==> src/rtl/xps2rx_if.sv <==
// Register-window bus between xctrl and the PS/2 receiver.
// The master side (xctrl/xtop decode) drives select, direction, address and write data.
// The slave side (xps2rx) returns the combinational read data.
interface xps2rx_if #(
  parameter int DATA_W = 32
);
  logic              sel;
  logic              we;
  logic              addr;
  logic [DATA_W-1:0] data_in;
  logic [DATA_W-1:0] data_out;

  modport master (output sel, output we, output addr, output data_in, input data_out);
  modport slave  (input sel, input we, input addr, input data_in, output data_out);
endinterface

==> src/rtl/xps2rx.sv <==
// xps2rx: PS/2 device-to-host receiver with a small scan-code FIFO.
// Frames (start, 8 data bits LSB first, odd parity, stop) are deserialised on
// falling edges of the synchronised PS/2 clock. Good bytes are pushed into a FIFO
// read through a two-word window: addr 0 = DATA (read pops), addr 1 = STATUS.
// STATUS: count at [8+FIFO_ADDR_W:8], FERR[3], PERR[2], OVF[1], valid[0].
// Optional feature macro: PS2RX_TIMEOUT_EN aborts a partial frame after
// TIMEOUT_CYC clk cycles without a PS/2 clock edge and flags FERR.
module xps2rx #(
  parameter int DATA_W      = 32,
  parameter int FIFO_ADDR_W = 3,
  parameter int TIMEOUT_CYC = 5000
) (
  input  logic       clk,
  input  logic       rst,
  input  logic       ps2_clk,
  input  logic       ps2_data,
  xps2rx_if.slave    bus
);
  localparam int DEPTH = 1 << FIFO_ADDR_W;

  typedef enum logic [1:0] {
    IDLE   = 2'd0,
    DATA   = 2'd1,
    PARITY = 2'd2,
    STOP   = 2'd3
  } state_t;

  // Odd parity holds when the data byte plus its parity bit has an odd number of ones.
  function automatic logic odd_parity_ok(input logic [7:0] data_byte, input logic par_bit);
    return ^{data_byte, par_bit};
  endfunction

  logic [1:0]             clk_sync_r;
  logic [1:0]             data_sync_r;
  logic                   clk_prev_r;
  logic                   fe_s;
  logic                   bit_s;
  state_t                 state_r;
  state_t                 state_nx_s;
  logic [7:0]             shreg_r;
  logic [3:0]             bit_cnt_r;
  logic                   par_r;
  logic                   clr_cnt_s;
  logic                   shift_s;
  logic                   lat_par_s;
  logic                   done_s;
  logic                   timeout_s;
  logic [7:0]             mem_r [DEPTH];
  logic [FIFO_ADDR_W-1:0] wr_ptr_r;
  logic [FIFO_ADDR_W-1:0] rd_ptr_r;
  logic [FIFO_ADDR_W:0]   count_r;
  logic                   empty_s;
  logic                   full_s;
  logic                   pop_s;
  logic                   push_s;
  logic                   ferr_evt_s;
  logic                   perr_evt_s;
  logic                   ovf_evt_s;
  logic                   clr_wr_s;
  logic                   ferr_r;
  logic                   perr_r;
  logic                   ovf_r;
  logic [DATA_W-1:0]      rd_data_s;

  // Two-flop synchronisers (idle-high) plus a history flop for falling-edge detection.
  always_ff @(posedge clk) begin
    if (rst) begin
      clk_sync_r  <= 2'b11;
      data_sync_r <= 2'b11;
      clk_prev_r  <= 1'b1;
    end else begin
      clk_sync_r  <= {clk_sync_r[0], ps2_clk};
      data_sync_r <= {data_sync_r[0], ps2_data};
      clk_prev_r  <= clk_sync_r[1];
    end
  end

  assign fe_s  = clk_prev_r & ~clk_sync_r[1];
  assign bit_s = data_sync_r[1];

`ifdef PS2RX_TIMEOUT_EN
  localparam int TO_W = $clog2(TIMEOUT_CYC + 1);
  logic [TO_W-1:0] to_cnt_r;

  // Idle-cycle counter: restarts on each PS/2 edge, only runs inside a frame.
  always_ff @(posedge clk) begin
    if (rst) begin
      to_cnt_r <= '0;
    end else if (fe_s || (state_r == IDLE) || timeout_s) begin
      to_cnt_r <= '0;
    end else begin
      to_cnt_r <= to_cnt_r + TO_W'(1);
    end
  end

  assign timeout_s = (state_r != IDLE) && !fe_s && (to_cnt_r == TO_W'(TIMEOUT_CYC - 1));
  logic unused_s;
  assign unused_s = ^{bus.data_in[DATA_W-1:4], bus.data_in[0]};
`else
  assign timeout_s = 1'b0;
  logic unused_s;
  assign unused_s = ^{bus.data_in[DATA_W-1:4], bus.data_in[0], 1'(TIMEOUT_CYC)};
`endif

  // Frame FSM state register.
  always_ff @(posedge clk) begin
    if (rst) begin
      state_r <= IDLE;
    end else begin
      state_r <= state_nx_s;
    end
  end

  // Frame FSM next state and per-edge datapath strobes.
  always_comb begin
    state_nx_s = state_r;
    clr_cnt_s  = 1'b0;
    shift_s    = 1'b0;
    lat_par_s  = 1'b0;
    done_s     = 1'b0;
    if (timeout_s) begin
      state_nx_s = IDLE;
    end else begin
      case (state_r)
        IDLE: begin
          if (fe_s && !bit_s) begin
            clr_cnt_s  = 1'b1;
            state_nx_s = DATA;
          end else begin
            state_nx_s = IDLE;
          end
        end
        DATA: begin
          if (fe_s) begin
            shift_s = 1'b1;
            if (bit_cnt_r == 4'd7) begin
              state_nx_s = PARITY;
            end else begin
              state_nx_s = DATA;
            end
          end else begin
            state_nx_s = DATA;
          end
        end
        PARITY: begin
          if (fe_s) begin
            lat_par_s  = 1'b1;
            state_nx_s = STOP;
          end else begin
            state_nx_s = PARITY;
          end
        end
        STOP: begin
          if (fe_s) begin
            done_s     = 1'b1;
            state_nx_s = IDLE;
          end else begin
            state_nx_s = STOP;
          end
        end
        default: state_nx_s = IDLE;
      endcase
    end
  end

  // Shift register, bit counter and parity latch.
  always_ff @(posedge clk) begin
    if (rst) begin
      shreg_r   <= 8'h00;
      bit_cnt_r <= 4'd0;
      par_r     <= 1'b0;
    end else begin
      if (clr_cnt_s) begin
        bit_cnt_r <= 4'd0;
      end else if (shift_s) begin
        shreg_r   <= {bit_s, shreg_r[7:1]};
        bit_cnt_r <= bit_cnt_r + 4'd1;
      end
      if (lat_par_s) begin
        par_r <= bit_s;
      end
    end
  end

  assign empty_s  = (count_r == '0);
  assign full_s   = (count_r == (FIFO_ADDR_W + 1)'(DEPTH));
  assign pop_s    = bus.sel & ~bus.we & ~bus.addr & ~empty_s;
  assign clr_wr_s = bus.sel & bus.we & bus.addr;

  // Stop-bit outcome: framing error, then parity error, then overflow, else push.
  always_comb begin
    ferr_evt_s = timeout_s;
    perr_evt_s = 1'b0;
    ovf_evt_s  = 1'b0;
    push_s     = 1'b0;
    if (done_s) begin
      if (!bit_s) begin
        ferr_evt_s = 1'b1;
      end else if (!odd_parity_ok(shreg_r, par_r)) begin
        perr_evt_s = 1'b1;
      end else if (full_s && !pop_s) begin
        ovf_evt_s = 1'b1;
      end else begin
        push_s = 1'b1;
      end
    end else begin
      push_s = 1'b0;
    end
  end

  // FIFO storage; a full FIFO popped this cycle frees the slot being written.
  always_ff @(posedge clk) begin
    if (push_s) begin
      mem_r[wr_ptr_r] <= shreg_r;
    end
  end

  // FIFO pointers and occupancy.
  always_ff @(posedge clk) begin
    if (rst) begin
      wr_ptr_r <= '0;
      rd_ptr_r <= '0;
      count_r  <= '0;
    end else begin
      if (push_s) begin
        wr_ptr_r <= wr_ptr_r + FIFO_ADDR_W'(1);
      end
      if (pop_s) begin
        rd_ptr_r <= rd_ptr_r + FIFO_ADDR_W'(1);
      end
      case ({push_s, pop_s})
        2'b10:   count_r <= count_r + (FIFO_ADDR_W + 1)'(1);
        2'b01:   count_r <= count_r - (FIFO_ADDR_W + 1)'(1);
        default: count_r <= count_r;
      endcase
    end
  end

  // Sticky error flags: an event in the same cycle as a clear keeps the flag set.
  always_ff @(posedge clk) begin
    if (rst) begin
      ferr_r <= 1'b0;
      perr_r <= 1'b0;
      ovf_r  <= 1'b0;
    end else begin
      ferr_r <= ferr_evt_s | (ferr_r & ~(clr_wr_s & bus.data_in[3]));
      perr_r <= perr_evt_s | (perr_r & ~(clr_wr_s & bus.data_in[2]));
      ovf_r  <= ovf_evt_s  | (ovf_r  & ~(clr_wr_s & bus.data_in[1]));
    end
  end

  // Read mux: zero when unselected or when DATA is read from an empty FIFO.
  always_comb begin
    rd_data_s = '0;
    if (bus.sel) begin
      if (bus.addr) begin
        rd_data_s[8 +: FIFO_ADDR_W + 1] = count_r;
        rd_data_s[3]                    = ferr_r;
        rd_data_s[2]                    = perr_r;
        rd_data_s[1]                    = ovf_r;
        rd_data_s[0]                    = ~empty_s;
      end else if (!empty_s) begin
        rd_data_s[7:0] = mem_r[rd_ptr_r];
      end else begin
        rd_data_s = '0;
      end
    end else begin
      rd_data_s = '0;
    end
  end

  assign bus.data_out = rd_data_s;
endmodule
==> src/flat_wrapper.sv <==
// flat-port wrapper written by rule: the top's interface ports become plain ports
module xps2rx_flat 
#(
  parameter int DATA_W      = 32,
  parameter int FIFO_ADDR_W = 3,
  parameter int TIMEOUT_CYC = 5000
)
  (clk, rst, ps2_clk, ps2_data, bus_sel, bus_we, bus_addr, bus_data_in, bus_data_out);
  xps2rx_if #(.DATA_W(DATA_W)) bus_i ();
  input  logic clk;
  input  logic rst;
  input  logic ps2_clk;
  input  logic ps2_data;
  input wire logic [$bits(bus_i.sel)-1:0] bus_sel;
  input wire logic [$bits(bus_i.we)-1:0] bus_we;
  input wire logic [$bits(bus_i.addr)-1:0] bus_addr;
  input wire logic [$bits(bus_i.data_in)-1:0] bus_data_in;
  output wire logic [$bits(bus_i.data_out)-1:0] bus_data_out;
  assign bus_i.sel = bus_sel;
  assign bus_i.we = bus_we;
  assign bus_i.addr = bus_addr;
  assign bus_i.data_in = bus_data_in;
  assign bus_data_out = bus_i.data_out;
  xps2rx #(.DATA_W(DATA_W), .FIFO_ADDR_W(FIFO_ADDR_W), .TIMEOUT_CYC(TIMEOUT_CYC)) u_core (.clk(clk), .rst(rst), .ps2_clk(ps2_clk), .ps2_data(ps2_data), .bus(bus_i));
endmodule
==> config.mk <==
export PLATFORM = sky130hd
export DESIGN_NAME = xps2rx_flat
export DESIGN_NICKNAME = d
export VERILOG_FILES = /design/src/rtl/xps2rx_if.sv /design/src/rtl/xps2rx.sv /design/src/flat_wrapper.sv
export SDC_FILE = /design/constraint.sdc
export NUM_CORES = 1
export LEC_CHECK = 0
export ABC_AREA = 1
export BUFFER_PORTS_ARGS = -buffer_cell sky130_fd_sc_hd__buf_2
export CORE_MARGIN = 2
export CORE_UTILIZATION = 55
export DETAILED_ROUTE_END_ITERATION = 8
export GPL_TIMING_DRIVEN = 1
export HOLD_SLACK_MARGIN = 0.06
export PLACE_DENSITY = 0.88
export SLEW_MARGIN = 5
export SYNTH_ARGS = -nofsm -noshare
export SYNTH_HDL_FRONTEND = slang
export SYNTH_SLANG_ARGS = --single-unit
==> constraint.sdc <==
create_clock -name clk -period 3.05 [get_ports clk]
set_input_delay 0.1525 -clock clk [delete_from_list [all_inputs] [get_ports clk]]
set_output_delay 0.1525 -clock clk [all_outputs]
set_load 0.01 [all_outputs]
## Word-level counts from Yosys, hierarchy flattened

Memory sizes are Yosys's and may differ from the RTL's. A register that Yosys moved wholly into a read port is not among the register bits.
Index checks and enable logic that the tools add are counted.

| storage, ports and cells | value |
|---|---|
| register bits | 33 |
| logic and storage cells | 94 |
| memories kept | 1 |
| bits in writable memories | 64 |
| input port bits | 39 |
| output and inout bits | 32 |

Memory list:

| memory | words | width | read ports | clocked after memory_dff | wr ports | RTL line | RTL |
|---|---|---|---|---|---|---|---|
| u_core.mem_r | 8 | 8 | 1 | 1 | 1 | xps2rx.sv:48 | `logic [7:0] mem_r [DEPTH];` |

| cells by class | value |
|---|---|
| mux-type cells | 35 |
| reduce and logical (&&, ||, !) cells | 10 |
| $add $sub $neg | 5 |
| bitwise logic cells | 23 |
| equal/unequal tests | 7 |

Operators with widths:

| cell | number |
|---|---|
| $mux 1 | 23 |
| $and 1x1->1 | 12 |
| $mux 12 | 1 |
| $mux 4 | 3 |
| $reduce_xor 9->1 | 1 |
| $add 4x1->4 const B | 2 |
| $mux 8 | 1 |
| $not 1->1 | 8 |
| $pmux 2 s4 | 1 |
| $pmux 4 s2 | 1 |
| $add 3x1->3 const B | 2 |
| $eq 2x2->1 const B | 3 |
| $mux 2 | 3 |
| $mux 3 | 2 |
| $eq 2x1->1 const B | 2 |
| $eq 4x3->1 const B | 1 |
| $eq 4x4->1 const B | 1 |
| $logic_not 4->1 | 1 |
| $sub 4x1->4 const B | 1 |
| $or 1x1->1 | 3 |
| $logic_and 1x1->1 | 2 |
| $logic_not 1->1 | 2 |
| $logic_not 2->1 | 1 |
| $reduce_and 2->1 | 1 |
| other kinds (2) | 2 |

## Longest topological paths before layout

Gate-level depths: netlist of the first run.

| depth | value |
|---|---|
| word-level depth | 12 |
| mapped depth | 20 |
| mapped depth without buffers | 20 |

## Worst setup path before layout of the first run

No wires, ideal clock.

| path | value |
|---|---|
| path type | register to register |
| start point | register u_core.shreg_r[5] |
| end point | register u_core.count_r[2] |
| cell stages (with the launch flop) | 19 |
| arrival time | 2.144 ns |
| library setup time | 0.115 ns |
| clock period less this slack | 2.260 ns |
| setup slack | 0.790 ns |
| data required time | 2.935 ns |
| path buffers | 0 |
| cell sequence | dfxtp_1 -> inv_1 -> nand2_1 -> nand2_1 -> nand2_1 -> nand3_1 -> nand2_1 -> nand2_2 -> nand2_4 -> nand2_4 -> ha_1 -> nand2_1 -> inv_1 -> nor2_1 -> ha_1 -> a21oi_1 -> xor2_1 -> o21ai_0 -> inv_1 |

| on the way | value |
|---|---|
| cells in the longest elaborated chain, start to end | 6 |
| elaborated cells on any way between the ends | 8 |
| classes of those cells | 2 x eq/ne; 4 x mux; 2 x reduce/logical |

RTL lines:

| what | RTL line | RTL |
|---|---|---|
| start: declaration | xps2rx.sv:40 | `logic [7:0] shreg_r;` |
| start signal: assignment | xps2rx.sv:176 | `shreg_r <= {bit_s, shreg_r[7:1]};` |
| $reduce_xor 9->1 (*) | xps2rx.sv:30 | `return ^{data_byte, par_bit};` |
| $mux 1 (*) | xps2rx.sv:199 | `end else if (!odd_parity_ok(shreg_r, par_r)) begin` |
| $mux 1 (*) | xps2rx.sv:197 | `if (!bit_s) begin` |
| $mux 1 (*) | xps2rx.sv:196 | `if (done_s) begin` |
| $eq 2x1->1 or $eq 2x2->1 (tied branches) | xps2rx.sv:231 | `case ({push_s, pop_s})` |
| $pmux 4 s2 or $reduce_bool 2->1 (tied branches) | n/a |  |
| end signal: assignment | xps2rx.sv:232 | `2'b10: count_r <= count_r + (FIFO_ADDR_W + 1)'(1);` |
| end signal: assignment | xps2rx.sv:233 | `2'b01: count_r <= count_r - (FIFO_ADDR_W + 1)'(1);` |
| end signal: assignment | xps2rx.sv:234 | `default: count_r <= count_r;` |
| end: declaration | xps2rx.sv:51 | `logic [FIFO_ADDR_W:0] count_r;` |

Mark *: on every way between the ends. The rest lies on a longest branch, timed or not.
A chain may end at the register's enable or synchronous reset.

## Worst setup path in the final report of the first run

Same ends and word-level chain as after synthesis.

==> results of run 1 <==
-- cell type report --
cell class                      count  area [um2]
Fill cell                         597        2927
Sequential cell                   100        2643
Multi-Input combinational cell    288        1466
Timing Repair Buffer               34       207.7
Inverter                           37       140.1
Clock buffer                       10       127.6
Tap cell                          102       127.6
Clock inverter                      6       88.84
-- path summary, 6_finish.rpt --
path / end / slack [ns] / from
worst min-delay path: u_core.ovf_r$_SDFF_PP0_ / 0.09 / bus_data_in[1]
worst max-delay path: u_core.count_r[2]$_SDFFE_PP0P_ / 0.36 / u_core.shreg_r[5]$_SDFFE_PP0P_
worst min register to register: u_core.clk_sync_r[1]$_SDFF_PP1_ / 0.42 / u_core.clk_sync_r[0]$_SDFF_PP1_
worst max register to register: u_core.count_r[2]$_SDFFE_PP0P_ / 0.36 / u_core.shreg_r[5]$_SDFFE_PP0P_
-- through the flow --
stage               setup slack, ns  power, W  cells  instance area [um2]    util
global placement             0.5672  0.001494    559                 4564  0.5907
CTS                          0.3760  0.002382    577                 4801  0.6213
finish                       0.3593  0.002380    577                 4801  0.6213
detailed placement           0.3974  0.001495    559                 4564  0.5907
global route                 0.1012  0.002444    577                 4801  0.6213
floorplan                    0.7902  0.001503    458                 4456       -
-- power by group --
group          total [W]  switching, W  internal [W]  leakage (nW)
registers        0.00143    0.00000197       0.00142         0.777
clock network   0.000914      0.000451      0.000462         0.104
logic          0.0000405     0.0000289     0.0000116         0.904
-- kinds of logic after synthesis --
logic type	synth area share
XOR/XNOR	0.01598
AND/OR/NAND/NOR	0.1724
adder cells (fa/ha/maj)	0.01712
flip-flops	0.6027
other	0.0008553
AO/OA/AOI/OAI	0.1119
buffers and inverters	0.07905
-- worst max-delay path, cell delays in order, from the launching register on --
cell     delay [ns]
dfxtp_1        0.53
inv_1          0.14
nand2_1        0.10
nand2_1        0.06
nand2_1        0.07
nand3_1        0.11
nand2_1        0.11
nand2_2        0.07
nand2_4        0.12
nand2_4        0.10
ha_1           0.26
nand2_1        0.11
inv_1          0.04
nor2_1         0.17
ha_1           0.19
a21oi_1        0.06
xor2_1         0.17
o21ai_0        0.16
inv_1          0.05
-- state kept, by name, summed over array words and instances, names as in the netlist, 2 cells and up, named ones only --
register	flops
u_core.shreg_r	8
u_core.data_sync_r	2
u_core.clk_sync_r	2
u_core.state_r	2
u_core.bit_cnt_r	4
u_core.wr_ptr_r	3
u_core.mem_r	64
u_core.rd_ptr_r	3
u_core.count_r	4
-- metal layers --
layer	share of wire	vias up	GRT usage	wire, um
met5	0	-	0	0
met4	0.017	0	0.09314	155
li1	-	1519	-	-
met2	0.52	131	0.3933	4740
met3	0.060	18	0.03546	546
met1	0.41	1499	0.2626	3724
-- repair_timing --
item,4_1_cts,5_1_grt
hold buffers,2,0
resized for setup,0,0
endpoints found under the hold margin,2,0
-- placed cells by master, fill, tap and decap left out, types with 2 or more instances in the layout --
| cell type | instances |
|---|---|
| nand2_2 | 4 |
| dfxtp_1 | 36 |
| ha_1 | 6 |
| o22ai_1 | 8 |
| a21oi_1 | 24 |
| inv_2 | 4 |
| edfxtp_1 | 64 |
| buf_2 | 21 |
| nor3_2 | 5 |
| o221ai_1 | 6 |
| nand2_1 | 52 |
| nand2_4 | 2 |
| nand4_1 | 4 |
| bufinv_16 | 2 |
| xnor2_1 | 4 |
| inv_1 | 32 |
| nor3_1 | 2 |
| clkbuf_8 | 9 |
| conb_1 | 20 |
| xor2_1 | 4 |
| o21ai_0 | 49 |
| nand3_1 | 20 |
| nor2_1 | 65 |
| dlygate4sd3_1 | 2 |
| buf_4 | 11 |
| clkinv_4 | 2 |
| or2_2 | 4 |
==> results.sh, run 1 <==
export IMPL_finalClockSkew_ns=0.01125
export IMPL_synthTopCellsByArea="edfxtp_1, dfxtp_1, o21ai_0, nor2_1, nand2_1"
export IMPL_finalMaxSlewViolations=0
export IMPL_drive_above_1_share=0.1453
export IMPL_critPathArrivalTime_ns=2.96
export IMPL_drtIter0Drc=288
export IMPL_overflow=0
export IMPL_synth_cell_types=34
export IMPL_tightest_slew_ns=0.5860
export IMPL_cap_violations=0
export IMPL_core_um2=7727
export IMPL_num_rows=32
export IMPL_cp_required_ns=3.32
export IMPL_final_nets=515
export IMPL_die_area_um2=8701
export IMPL_async_flop_share=0
export IMPL_seq_area_frac_synth=0.6027
export IMPL_post_dp_hpwl_mm=5.860
export IMPL_setup_viol=0
export IMPL_die_width_um=93.28
export IMPL_wl_per_cell_um=15.89
export IMPL_grt_pass1_wl_mm=14.41
export IMPL_rsz0062_at_grt="no"
export IMPL_viasPerCell=5.489
export IMPL_io_buffers=21
export IMPL_critPathKind="reg2reg"
export IMPL_post_synth_top_count_cell="nor2_1"
export IMPL_p_leak_nw=1.785
export IMPL_critPathLaunchType="register"
export IMPL_diodes=0
export IMPL_drt_pre_antenna_iters=5
export IMPL_avgSynthCellArea_um2=9.987
export IMPL_grt_max_degree=34
export IMPL_synth_seq_cells=100
export IMPL_synthCells=439
export IMPL_cts_buffer_depth=2
export IMPL_netlist_area_um2=4384
export IMPL_boundaryPins=71
export IMPL_drt_drc_violations_left=0
export IMPL_hold_viol=0
export IMPL_netlist_area_leader_share=0.4384
export IMPL_peakVddDrop_v=0.0002799
export IMPL_synth_common_cells="nor2_1, edfxtp_1, nand2_1, o21ai_0, dfxtp_1"
export IMPL_p_per_area_nw_per_um2=495.8
export IMPL_reg2reg_depth=18
export IMPL_synth_edf_count=64
export IMPL_start_util=0.5674
export IMPL_slew_headroom=0.6079
export IMPL_post_route_min_period_ns=2.691
export IMPL_clk_latency_ns=0.37
export IMPL_synth_largest_area_cell="edfxtp_1"
export IMPL_detail_route_antenna_nets=0
export IMPL_hold_depth=4
export IMPL_gp_congestion=0.8383
export IMPL_status="completed"
export IMPL_min_period_over_period=0.8822
export IMPL_end_kind="register"
export IMPL_area_growth_syn_to_layout_pct=9.503
export IMPL_path_max_fanout=10
export IMPL_grt_usage=0.2201
export IMPL_vias=3167
export IMPL_cts_setup_buffers=0
export IMPL_finalSetupTns_ns=0
export IMPL_path_clk_slew_ns=0.09
export IMPL_hold_ws_ns=0.08638
export IMPL_h_tree_depth=3
export IMPL_die_h_um=93.28
export IMPL_cts_sinks=100
export IMPL_cts_root_buffer="clkbuf_8"
export IMPL_cts_tree="yes"
export IMPL_numCtsBuffers=9
export IMPL_ys_warnings_count=0
export IMPL_antenna_found_initial=0
export IMPL_ys_flop_type="edfxtp_1"
export IMPL_drt_wl_total_mm=9.168
export IMPL_grt_pass1_vias=3046
export IMPL_hold_path_class="in2reg"
export IMPL_fmax_mhz=371.7
(Power assumes the default switching activity.)
==> run 2, diff against run 1 <==
--- a/config.mk
+++ b/config.mk
@@ -8,11 +8,11 @@
 export ABC_AREA = 1
 export BUFFER_PORTS_ARGS = -buffer_cell sky130_fd_sc_hd__buf_2
 export CORE_MARGIN = 2
-export CORE_UTILIZATION = 55
+export CORE_UTILIZATION = 51
 export DETAILED_ROUTE_END_ITERATION = 8
 export GPL_TIMING_DRIVEN = 1
 export HOLD_SLACK_MARGIN = 0.06
-export PLACE_DENSITY = 0.88
+export PLACE_DENSITY = 0.86
 export SLEW_MARGIN = 5
 export SYNTH_ARGS = -nofsm -noshare
 export SYNTH_HDL_FRONTEND = slang
==> constraint.sdc (replaced) <==
create_clock -name clk -period 2.4 [get_ports clk]
set_input_delay 0.12 -clock clk [delete_from_list [all_inputs] [get_ports clk]]
set_output_delay 0.12 -clock clk [all_outputs]
set_load 0.005 [all_outputs]
==> run 2 against run 1 <==
  * Cell count grew 3.6%
  * Worst setup slack lost 0.20 ns
  * Die area grew 7.5%
  * Non-clock buffer count grew 18
  * Combinational power grew 30%
  * Sequential power grew 27%
  * Wire length grew 0.55%
  * Sequential cell count is the same
  * Hold slack lost 0.012 ns
==> results.sh, run 2 (synthesis results as in run 1) <==
export IMPL_status="completed"
export IMPL_hold_path_startpoint="rst"
export IMPL_grt_pass1_vias=3016
export IMPL_fillerInstances=661
export IMPL_min_period_over_period=0.9349
export IMPL_utilization=0.6083
export IMPL_post_dp_hpwl_mm=5.944
export IMPL_clk_latency_ns=0.36
export IMPL_grt_max_degree=32
export IMPL_p_leak_nw=1.889
export IMPL_drt_pre_antenna_iters=4
export IMPL_die_h_um=96.72
export IMPL_critPathArrivalTime_ns=2.50
export IMPL_slew_headroom=0.5768
export IMPL_dp_slack_ns=0.05654
export IMPL_num_rows=33
export IMPL_start_util=0.5309
export IMPL_hold_path_class="in2reg"
export IMPL_critPathTopFamily="simple AND/OR/NAND/NOR gates"
export IMPL_overflow=0
export IMPL_fmax_mhz=445.7
export IMPL_end_kind="register"
export IMPL_drtIter0Drc=268
export IMPL_drt_drc_violations_left=0
export IMPL_drive_above_1_share=0.2049
export IMPL_path_max_fanout=6
export IMPL_worstReg2RegStart="u_core.shreg_r[4]$_SDFFE_PP0P_"
export IMPL_top_register="u_core.mem_r"
export IMPL_crit_slowest_cell="dfxtp_4"
export IMPL_numCtsBuffers=9
export IMPL_startpoint="u_core.shreg_r[4]$_SDFFE_PP0P_"
export IMPL_reg_top3="u_core.mem_r x64, u_core.shreg_r x8"
export IMPL_cts_sinks=100
export IMPL_cts_buffer_depth=2
export IMPL_peakVddDrop_v=0.0003969
export IMPL_p_per_area_nw_per_um2=617.9
export IMPL_hold_viol=0
export IMPL_cpPeakStageDelay_ns=0.37
export IMPL_wl_per_cell_um=15.41
export IMPL_path_buf_inv=3
export IMPL_diodes=0
export IMPL_boundaryPins=71
export IMPL_largest_reg_flops=64
export IMPL_cts_tree="yes"
export IMPL_detail_route_antenna_nets=0
export IMPL_setup_ws_ns=0.1563
export IMPL_post_route_min_period_ns=2.244
export IMPL_vias=3200
export IMPL_final_nets=533
export IMPL_setup_viol=0
export IMPL_drt_wl_total_mm=9.218
export IMPL_grt_usage=0.1967
export IMPL_io_buffers=21
export IMPL_cp_required_ns=2.66
export IMPL_critPathLaunchType="register"
export IMPL_gp_congestion=0.8179
export IMPL_path_clk_slew_ns=0.08
export IMPL_viasPerCell=5.351
export IMPL_grt_pass1_wl_mm=14.63
export IMPL_die_area_um2=9354
export IMPL_finalMaxSlewViolations=0
export IMPL_cp_cell_sequence="inv_2, nand2_2, nand2_1, nand2_1, nand2_1, nand2_2, nand2_2, nand2_2, nand2_4, nand2_8, ha_4, nand2_2, inv_1, nor2_2, ha_2, a21oi_1, xor2_1, o21ai_1, inv_1"
export IMPL_cts_root_buffer="clkbuf_8"
export IMPL_die_width_um=96.72
export IMPL_h_tree_depth=3
export IMPL_crit_path_frequent_cell="nand2_2"
export IMPL_tightest_slew_ns=0.6325
export IMPL_critPathKind="reg2reg"
export IMPL_layout_common_cells="nor2_1, edfxtp_1, o21ai_0, nand2_1, dfxtp_1"
export IMPL_antenna_found_initial=0
export IMPL_core_um2=8258
export IMPL_finalClockSkew_ns=0.008453
export IMPL_cap_violations=0
export IMPL_area_growth_syn_to_layout_pct=14.58
==> run 2: final cells by class <==
class,instances,area [um2],area share
tap,105,131.4,0.02615
inverter,37,140.1,0.02790
clock buffer,12,135.1,0.02690
multi-input combinational,288,1520,0.3026
timing repair buffer,52,347.8,0.06924
sequential,100,2650,0.5275
clock inverter,4,98.84,0.01968
==> run 2: stage by stage <==
stage	cells	hold WS, ns	TNS, ns	cell area [um2]	total power (W)
final	598	0.07478	0	5024	0.003104
after detailed placement	576	0.3095	0	4673	0.001897
after CTS	596	0.06220	0	4949	0.003118
after global placement	576	0.3031	0	4673	0.001895
after global routing	598	0.08557	-0.01166	5024	0.003197
after floorplan	458	0.2238	0	4456	0.001903
==> run 2: worst paths after layout <==
| path | to | slack (ns) | depth (start not counted) |
|---|---|---|---|
| min reg2reg | u_core.clk_sync_r[1]$_SDFF_PP1_ | 0.42 | 1 |
| min | u_core.ovf_r$_SDFF_PP0_ | 0.07 | 2 |
| max | u_core.count_r[2]$_SDFFE_PP0P_ | 0.16 | 19 |
| max reg2reg | u_core.count_r[2]$_SDFFE_PP0P_ | 0.16 | 19 |
==> run 2: what timing repair did <==
item                       4_1_cts  5_1_grt
cloned                           0        0
setup buffers                    0        2
hold buffers                     4        0
setup endpoints to repair        1        3
resized for setup                1       20
pin swaps                        0        6
hold endpoints to repair         4        0
==> run 2: routing by layer <==
metal / routed length, um / vias up / GRT usage
met3: 541 / 16 / 0.02890
met5: 0 / - / 0
met1: 3722 / 1524 / 0.2494
met4: 167 / 0 / 0.07584
met2: 4786 / 104 / 0.3408
li1: - / 1556 / -
==> run 2: where the power goes <==
part	internal (W)	total, W	switching (W)	leakage (nW)
logic	0.0000192	0.0000527	0.0000334	0.995
clock network	0.000696	0.00124	0.000544	0.115
registers	0.00181	0.00181	0.00000184	0.779
